===== src/rtl/imem_arbiter.sv =====
// Two-requester arbiter (instruction fetch vs. loader/debug) for a single-port
// instruction RAM with 1-cycle registered read, starvation guard and address checks.
module imem_arbiter #(
  parameter int MEM_WORDS  = 512,
  parameter int STARVE_MAX = 4
) (
  input  logic        clk,
  input  logic        rst,
  input  logic        f_req,
  input  logic [31:0] f_addr,
  output logic        f_gnt,
  output logic        f_rvalid,
  output logic [31:0] f_rdata,
  output logic        f_err,
  input  logic        l_req,
  input  logic        l_we,
  input  logic [31:0] l_addr,
  input  logic [31:0] l_wdata,
  output logic        l_gnt,
  output logic        l_rvalid,
  output logic [31:0] l_rdata,
  output logic        l_err,
  output logic        m_en,
  output logic        m_we,
  output logic [8:0]  m_addr,
  output logic [31:0] m_wdata,
  input  logic [31:0] m_rdata
);

  typedef enum logic [1:0] {IDLE, RESP_F, RESP_L} state_t;

  state_t     state, state_next;
  logic [2:0] starve_cnt, starve_next;
  logic       err_reg, err_next;
  logic       wdrop_reg, wdrop_next;
  logic       pick_f, pick_l, sel_ill;

  function automatic logic addr_illegal(input logic [31:0] a);
    return (a[1:0] != 2'b00) || (a[31:2] >= 30'(MEM_WORDS));
  endfunction

  // Request side is purely combinational; reset overrides every grant.
  always_comb begin
    pick_f      = 1'b0;
    pick_l      = 1'b0;
    sel_ill     = 1'b0;
    f_gnt       = 1'b0;
    l_gnt       = 1'b0;
    m_en        = 1'b0;
    m_we        = 1'b0;
    m_addr      = f_addr[10:2];
    m_wdata     = l_wdata;
    state_next  = IDLE;
    err_next    = 1'b0;
    wdrop_next  = 1'b0;
    starve_next = starve_cnt;
    if (!rst) begin
      pick_f = f_req && !(l_req && (starve_cnt == 3'(STARVE_MAX)));
      pick_l = l_req && !pick_f;
      if (pick_l) begin
        sel_ill = addr_illegal(l_addr);
        m_addr  = l_addr[10:2];
      end else if (pick_f) begin
        sel_ill = addr_illegal(f_addr);
      end
      f_gnt = pick_f;
      l_gnt = pick_l;
      m_en  = (pick_f || pick_l) && !sel_ill;
      m_we  = pick_l && l_we && !sel_ill;
      if (pick_f) begin
        state_next = RESP_F;
        err_next   = sel_ill;
      end else if (pick_l && !l_we) begin
        state_next = RESP_L;
        err_next   = sel_ill;
      end
      wdrop_next = pick_l && l_we && sel_ill;
      // Starvation counter saturates so the loader wins once it reaches the limit.
      if (!l_req || pick_l)
        starve_next = 3'd0;
      else if (pick_f && (starve_cnt < 3'(STARVE_MAX)))
        starve_next = starve_cnt + 3'd1;
    end
  end

  always_ff @(posedge clk or posedge rst) begin
    if (rst) begin
      state      <= IDLE;
      starve_cnt <= 3'd0;
      err_reg    <= 1'b0;
      wdrop_reg  <= 1'b0;
    end else begin
      state      <= state_next;
      starve_cnt <= starve_next;
      err_reg    <= err_next;
      wdrop_reg  <= wdrop_next;
    end
  end

  // Response side: data straight from the RAM, zeroed for errors and idle cycles.
  always_comb begin
    f_rvalid = (state == RESP_F);
    l_rvalid = (state == RESP_L);
    f_err    = f_rvalid && err_reg;
    l_err    = (l_rvalid && err_reg) || wdrop_reg;
    f_rdata  = (f_rvalid && !err_reg) ? m_rdata : 32'd0;
    l_rdata  = (l_rvalid && !err_reg) ? m_rdata : 32'd0;
  end

endmodule


===== config.mk =====
export PLATFORM = sky130hd
export DESIGN_NAME = imem_arbiter
export DESIGN_NICKNAME = d
export VERILOG_FILES = /design/src/rtl/imem_arbiter.sv
export SDC_FILE = /design/constraint.sdc
export NUM_CORES = 1
export LEC_CHECK = 0
export CORE_AREA = 2 2 94 96
export CTS_CLUSTER_SIZE = 16
export DETAILED_ROUTE_END_ITERATION = 8
export DIE_AREA = 0 0 96 98
export PLACE_DENSITY = 0.7
export SLEW_MARGIN = 10
export SYNTH_ARGS = -nofsm -noshare
export SYNTH_HDL_FRONTEND = slang
export SYNTH_SLANG_ARGS = --single-unit

===== constraint.sdc =====
create_clock -name clk -period 2.5 [get_ports clk]
set_input_delay 0.5 -clock clk [delete_from_list [all_inputs] [get_ports clk]]
set_output_delay 0.5 -clock clk [all_outputs]
set_load 0.05 [all_outputs]

* Word-level counts from Yosys, hierarchy flattened
Cells that the tools add are included.
Cells by class: mux-type cells 20, eq/ne operators 3, reduce and logical (&&, ||, !) cells 28, bitwise logic cells 1, div/mod/pow operators 0, shift operators 0, $add $sub $neg 1, order comparisons 3, multiply operators 0
Operators by type and width (count):
- $mux W32 | 2
- $ge A30 B10 Y1 const B | 2
- $mux W9 | 2
- $logic_and A1 B1 Y1 | 13
- $mux W1 | 11
- $logic_not A1 Y1 | 6
- $mux W2 | 3
- $mux W3 | 2
- $reduce_bool A2 Y1 | 3
- $logic_or A1 B1 Y1 | 5
- $add A3 B1 Y3 const B | 1
- $eq A3 B3 Y1 const B | 1
- $lt A3 B3 Y1 const B | 1
- $eq A2 B1 Y1 const B | 1
- $eq A2 B2 Y1 const B | 1
- $reduce_and A2 Y1 | 1
- $not A1 Y1 | 1
Storage, ports and cells: output and inout port bits 113, memory bits (writable) 0, latch bits 0, input port bits 133, word-level logic and storage cells 60, memories kept 0, bits in read-only memories 0, flip-flop bits (word level) 7

* Logic depth before layout (Yosys ltp)
Gate-level depths: netlist of run 1.
word-level depth 11, gate-level depth with buffers 7, mapped depth without buffers 6

* Worst setup path after synthesis of run 1
OpenSTA, ideal clock, no wires.
path type register to output, start register starve_cnt[0], end output m_we, buffers on the path 1, path slack -0.426 ns, stages on the path, launching flop included 8, arrival 2.426 ns, required time 2.000 ns, cells stage by stage dfrtp_1 -> inv_1 -> ha_1 -> a21boi_1 -> nor3_2 -> buf_2 -> nand2_1 -> nor3_1
On the way: longest elaborated chain between the ends 11, elaborated cells between the ends (all ways) 13, classes of those cells 1 x eq/ne; 4 x mux; 8 x reduce/logical
Ends and longest elaborated chain:
- start: declaration | RTL line 33 | logic [2:0] starve_cnt, starve_next;
- start signal: assignment | RTL line 94 | starve_cnt <= starve_next;
- $eq A3 B3 Y1 (*) | RTL line 58 | pick_f = f_req && !(l_req && (starve_cnt == 3'(STARVE_MAX)));
- $logic_and A1 B1 Y1 (*) | RTL line 58
- $logic_not A1 Y1 (*) | RTL line 58
- $logic_and A1 B1 Y1 (*) | RTL line 58
- $logic_not A1 Y1 | RTL line 59 | pick_l = l_req && !pick_f;
- $logic_and A1 B1 Y1 | RTL line 59
- $mux W1 | RTL line 60 | if (pick_l) begin
- $mux W1 | RTL line 57 | if (!rst) begin
- $logic_not A1 Y1 | RTL line 69 | m_we = pick_l && l_we && !sel_ill;
- $logic_and A1 B1 Y1 (*) | RTL line 69
- $mux W1 (*) | RTL line 57
- end: declaration | RTL line 24 | output logic m_we,
Mark *: on every way between the ends. The rest lies on a longest branch, timed or not. The select of a mux whose other input is x is not followed.

* Final worst setup path of run 1
start input l_req, end output m_en
On the way: longest elaborated chain between the ends 10, elaborated cells between the ends (all ways) 12, classes of those cells 4 x mux; 8 x reduce/logical
Ends and longest elaborated chain:
- start: declaration | RTL line 15 | input logic l_req,
- $logic_and A1 B1 Y1 | RTL line 58
- $logic_not A1 Y1 | RTL line 58
- $logic_and A1 B1 Y1 | RTL line 58
- $logic_not A1 Y1 | RTL line 59
- $logic_and A1 B1 Y1 | RTL line 59
- $mux W1 | RTL line 60
- $mux W1 | RTL line 57
- $logic_not A1 Y1 | RTL line 68 | m_en = (pick_f || pick_l) && !sel_ill;
- $logic_and A1 B1 Y1 (*) | RTL line 68
- $mux W1 (*) | RTL line 57
- end: declaration | RTL line 23 | output logic m_en,
Marked as above.

==> results of run 1 <==
-- metal layers --
metal	track usage	routed length [um]	vias to the layer above
met1	0.128	1980	847
met4	0.0363	123	2
li1	-	-	882
met2	0.211	3170	166
met3	0.0710	1000	13
met5	0	13	-
-- stage by stage --
stage	instance area, um2	setup slack (ps)
global placement	3720	-176
CTS	3840	0.513
global route	4000	-12.5
detailed placement	3720	-175
floorplan	1310	-9.58
finish	4000	3.94
-- layout by cell type, fill, tap and decap left out, types with 7 or more instances in the layout --
| cell | Yosys | layout |
|---|---|---|
| buf_12 | 0 | 68 |
| nor4_2 | 4 | 8 |
| and2_1 | 65 | 65 |
| buf_4 | 32 | 25 |
| dfrtp_1 | 7 | 7 |
| clkdlybuf4s50_1 | 0 | 62 |
| dlymetal6s2s_1 | 0 | 12 |
| buf_6 | 0 | 7 |
| clkdlybuf4s15_1 | 0 | 7 |
| nand2_1 | 8 | 8 |
| dlygate4sd2_1 | 0 | 19 |
-- kinds of logic after synthesis --
logic type	synth area share
simple gates	0.496
mux	0.0783
flops	0.135
compound gates	0.0473
fa+ha+maj	0.0193
buf+inv	0.224
-- path summary, 6_finish.rpt --
check                               from             to  slack (ps)
max                                l_req           m_en           4
min in group asynchronous            rst  starve_cnt[1]         850
max reg2reg                starve_cnt[0]        err_reg         880
min reg2reg                starve_cnt[1]  starve_cnt[1]         550
max in group asynchronous            rst       state[1]        1530
min                        starve_cnt[1]  starve_cnt[1]         550
-- where the power goes --
group	leakage (nW)	internal, W	switching (W)
Combinational	1.67	0.000293	0.000255
Clock	0.0228	0.000110	0.0000486
Sequential	0.0939	0.000119	0.00000404
-- cells in the mapped netlist (2+ instances only) --
cell type	number
and2_1	65
buf_4	32
mux2_2	8
nand2_1	8
dfrtp_1	7
clkbuf_1	6
inv_1	6
nor4_1	6
nor2b_1	5
nor2_1	4
nor4_2	4
nor3_1	3
ha_1	2
nand3_1	2
nand4_1	2
o22ai_1	2
-- repair_timing --
| item | CTS | global route |
|---|---|---|
| resized for setup | 37 | 47 |
| gates cloned | 0 | 1 |
| pin swaps | 16 | 17 |
| setup buffers | 9 | 3 |
| setup endpoints to repair | 7 | 12 |
-- final cells by class --
| class | instances | area, um2 |
|---|---|---|
| Fill cell | 772 | 4460 |
| Tap cell | 108 | 135 |
| Timing Repair Buffer | 205 | 2690 |
| Sequential cell | 7 | 175 |
| Inverter | 6 | 22.5 |
| Multi-Input combinational cell | 123 | 936 |
| Clock buffer | 4 | 45.0 |
-- worst reg2reg max path: cells and delay by family, from the launching register on --
kind            cells  cell delay [ps]
fa+ha+maj           1              230
flops               1              370
buf+inv             3              420
compound gates      2              240
simple gates        2              270
==> impl_metrics.tcl, run 1 <==
set metrics [dict create \
    top_regs "starve_cnt (3), state (2)" \
    floorplan.rows 34 \
    wire_per_inst_um 13.9 \
    crit_fanout 2 \
    avgSynthCellArea_um2 7.40 \
    place_hpwl_mm 5.27 \
    ys_seq_area_frac 0.135 \
    die_w_um 96 \
    start_kind "primary input" \
    fin_skew_ps 2.16 \
    worstSetupEndpointType "primary output" \
    setup_tns_ps 0 \
    dieArea_um2 9410 \
    drt_wl_total_mm 6.29 \
    viasPerCell 4.22 \
    antenna_found_initial 1 \
    cp.required_ps 2000 \
    synth.area.top_cells "and2_1 31%, buf_4 19%, dfrtp_1 14%" \
    remaining_drc_errors 0 \
    die_h_um 98 \
    hold_depth 2 \
    timing.hold.ws_ps 549 \
    coreArea_um2 8470 \
    nets 481 \
    critPathArrivalTime_ps 2000 \
    critPathKind "primary input to primary output" \
    post-route-period-util 0.998 \
    tightest_slew_ps 546 \
    initial_core_util 0.153 \
    gp_congestion 0.747 \
    syn_area_um2 1290 \
    cts_sinks 7 \
    synth_cell_type_count 29 \
    drv_cap 0 \
    grt_max_degree 33 \
    top_register "starve_cnt" \
    grt_pass1_vias 1895 \
    largest_reg_flops 3 \
    portBuffers 181 \
    reg2reg_depth 8 \
    report.final.slew_viol_count 0 \
    cp.depth 5 \
    power.leakage_nw 1.78 \
    status "finished clean" \
    clk_path_buf_depth 2 \
    synth_seq_cells 7 \
    cts_buffers 3 \
    firstDrtPassIters 4 \
    synthesis.nets 310 \
    num_io_pins 246 \
    max_freq_mhz 401 \
    crit_family "buffers and inverters" \
    syn_inst 175 \
    diodes 0 \
    tritoncts "done" \
    synth_top_area_cell "and2_1" \
    area_growth_pct 209 \
    max_stage_delay_ps 560 \
    utilization 0.473 \
    hold_buffers 0 \
    max_slew_margin 0.635 \
    finalSetupViolCount 0 \
    first_iter_violations 30 \
    dp.cells 436 \
    grt_pass1_wl_mm 9.25 \
    holdCritPathClass "flop to flop" \
    vias 1910 \
    power_w 0.000830 \
    root_buffer "clkbuf_8" \
    power.density_nw_per_um2 207 \
    worst_path_max_delay_cell "or4_4" \
    yosys_warnings 0 \
    ant_nets 0 \
    cp_num_buf_inv 3 \
    synth-edff-count 0 \
    irDropWorstVdd_mv 0.108 \
    finalHoldViolCount 0 \
    path_cells "clkdlybuf4s50_1 -> inv_1 -> or4_4 -> a21oi_4 -> buf_12" \
    overflow 0 \
    path_clk_slew_ps 40 \
    cts_max_level 1 \
    synthFlopType "dfrtp_1" \
    grt_usage 0.124 \
    finalNonFillerCells 453 \
    ys_async_sr_fraction 1.00 \
    finalCriticalPeriod_ps 2500 \
    clk_latency_ps 230 \
    drive_gt1_frac 0.400 \
    synth_top_area_frac 0.314 \
]
No activity file was read; power rests on OpenSTA's default activity.
==> inputs of run 2 (changes only) <==
--- a/config.mk
+++ b/config.mk
@@ -9,6 +9,7 @@
 export CTS_CLUSTER_SIZE = 16
 export DETAILED_ROUTE_END_ITERATION = 8
 export DIE_AREA = 0 0 96 98
+export MAX_ROUTING_LAYER = met4
 export PLACE_DENSITY = 0.7
 export SLEW_MARGIN = 10
 export SYNTH_ARGS = -nofsm -noshare
==> run 2 against run 1 <==
Compared with the run above:
- register-to-register slack about the same
- fmax about the same
- sequential share of layout area about the same
- largest cell class unchanged
==> impl_metrics.tcl, run 2 (synthesis gave the netlist of run 1 again) <==
set metrics [dict create \
    finalCriticalPeriod_ps 2500 \
    gp_congestion 0.757 \
    root_buffer "clkbuf_8" \
    die_h_um 98 \
    clk_path_buf_depth 2 \
    critPathKind "primary input to primary output" \
    timing.hold.ws_ps 547 \
    start_kind "primary input" \
    grt_pass1_vias 1895 \
    most-common-layout-cells "68 x buf_12, 65 x and2_1, 62 x clkdlybuf4s50_1" \
    hold_buffers 0 \
    tritoncts "done" \
    antenna_found_initial 1 \
    remaining_drc_errors 0 \
    holdCritPathClass "flop to flop" \
    viasPerCell 4.19 \
    portBuffers 181 \
    grt_max_degree 33 \
    firstDrtPassIters 4 \
    coreArea_um2 8470 \
    cts_buffers 3 \
    cp.required_ps 2000 \
    path_cells "clkdlybuf4s50_1 -> inv_1 -> or4_4 -> a21oi_4 -> buf_12" \
    finalSetupViolCount 0 \
    critPathArrivalTime_ps 2000 \
    num_io_pins 246 \
    first_iter_violations 37 \
    drv_cap 0 \
    path_clk_slew_ps 40 \
    report.final.slew_viol_count 0 \
    utilization 0.473 \
    max_freq_mhz 401 \
    floorplan.rows 34 \
    crit_fanout 2 \
    setup_tns_ps 0 \
    max_stage_delay_ps 560 \
    top_register "starve_cnt" \
    max_slew_margin 0.635 \
    vias 1901 \
    rrSetupSlack_ps 880 \
    fin_skew_ps 2.87 \
    die_w_um 96 \
    irDropWorstVdd_mv 0.108 \
    place_hpwl_mm 5.27 \
    ant_nets 0 \
    power.leakage_nw 1.78 \
    post-route-period-util 0.998 \
    top_regs "starve_cnt (3), state (2)" \
    fin_area_um2 4010 \
    clk_latency_ps 230 \
    nets 481 \
    worstSetupEndpointType "primary output" \
    overflow 0 \
    area_growth_pct 209 \
    wire_per_inst_um 13.9 \
    status "finished clean" \
    cts_max_level 1 \
    fillers 772 \
    largest_reg_flops 3 \
    initial_core_util 0.153 \
    dieArea_um2 9410 \
    power.density_nw_per_um2 207 \
    worst_path_max_delay_cell "or4_4" \
    drive_gt1_frac 0.400 \
    finalHoldViolCount 0 \
    placed_area_um2 3720 \
    grt_pass1_wl_mm 9.25 \
    drt_wl_total_mm 6.29 \
    grt_usage 0.128 \
    layout_commonest_cell "buf_12" \
    power_w 0.000831 \
    cts_sinks 7 \
    tightest_slew_ps 546 \
]
-- run 2: cell count changes in the layout (fill, tap and decap cells not counted), sizes merged --
cell / change
diode: +1
-- run 2: critical path, delay by kind of cell --
family | cells | cell delay (ps)
buffers and inverters | 3 | 740
and+or+nand+nor | 1 | 560
AOI/OAI and AO/OA | 1 | 190
-- run 2: stage by stage --
stage,setup slack [ps],std cells
floorplan,-9.58,175
CTS,0.513,449
finish,3.86,454
detailed placement,-175,436
global route,-12.9,454
global placement,-176,436
-- run 2: cell type report --
type / count / area [um2] / area share
Inverter: 6 / 22.5 / 0.00562
Tap cell: 108 / 135 / 0.0337
Clock buffer: 4 / 45.0 / 0.0112
Antenna cell: 1 / 2.50 / 0.000625
Sequential cell: 7 / 175 / 0.0437
Multi-Input combinational cell: 123 / 936 / 0.234
Timing Repair Buffer: 205 / 2690 / 0.671
-- run 2: path summary, 6_finish.rpt --
kind                                from             to  cells past startpoint
max                                l_req           m_en                      5
min                        starve_cnt[1]  starve_cnt[1]                      2
max reg2reg                starve_cnt[0]        err_reg                      8
min reg2reg                starve_cnt[1]  starve_cnt[1]                      2
max in group asynchronous            rst       state[1]                      4
min in group asynchronous            rst  starve_cnt[1]                      4
-- run 2: what timing repair did --
action,in CTS,in global routing
buffers inserted,9,3
pin swaps,16,17
setup endpoints to repair,7,12
gates resized for setup,37,47
gates cloned,0,1
-- run 2: report_power, final --
group          internal (W)  switching, W  total [W]
sequential         0.000119    0.00000402   0.000123
clock              0.000110     0.0000492   0.000159
combinational      0.000293      0.000255   0.000548
total              0.000523      0.000308   0.000831
-- run 2: metal layers --
| metal | track usage | share of wire | vias to the layer above |
|---|---|---|---|
| met2 | 0.211 | 0.50 | 161 |
| li1 | - | - | 883 |
| met4 | 0.0363 | 0.021 | 0 |
| met5 | - | 0 | - |
| met3 | 0.0648 | 0.14 | 13 |
| met1 | 0.132 | 0.34 | 844 |
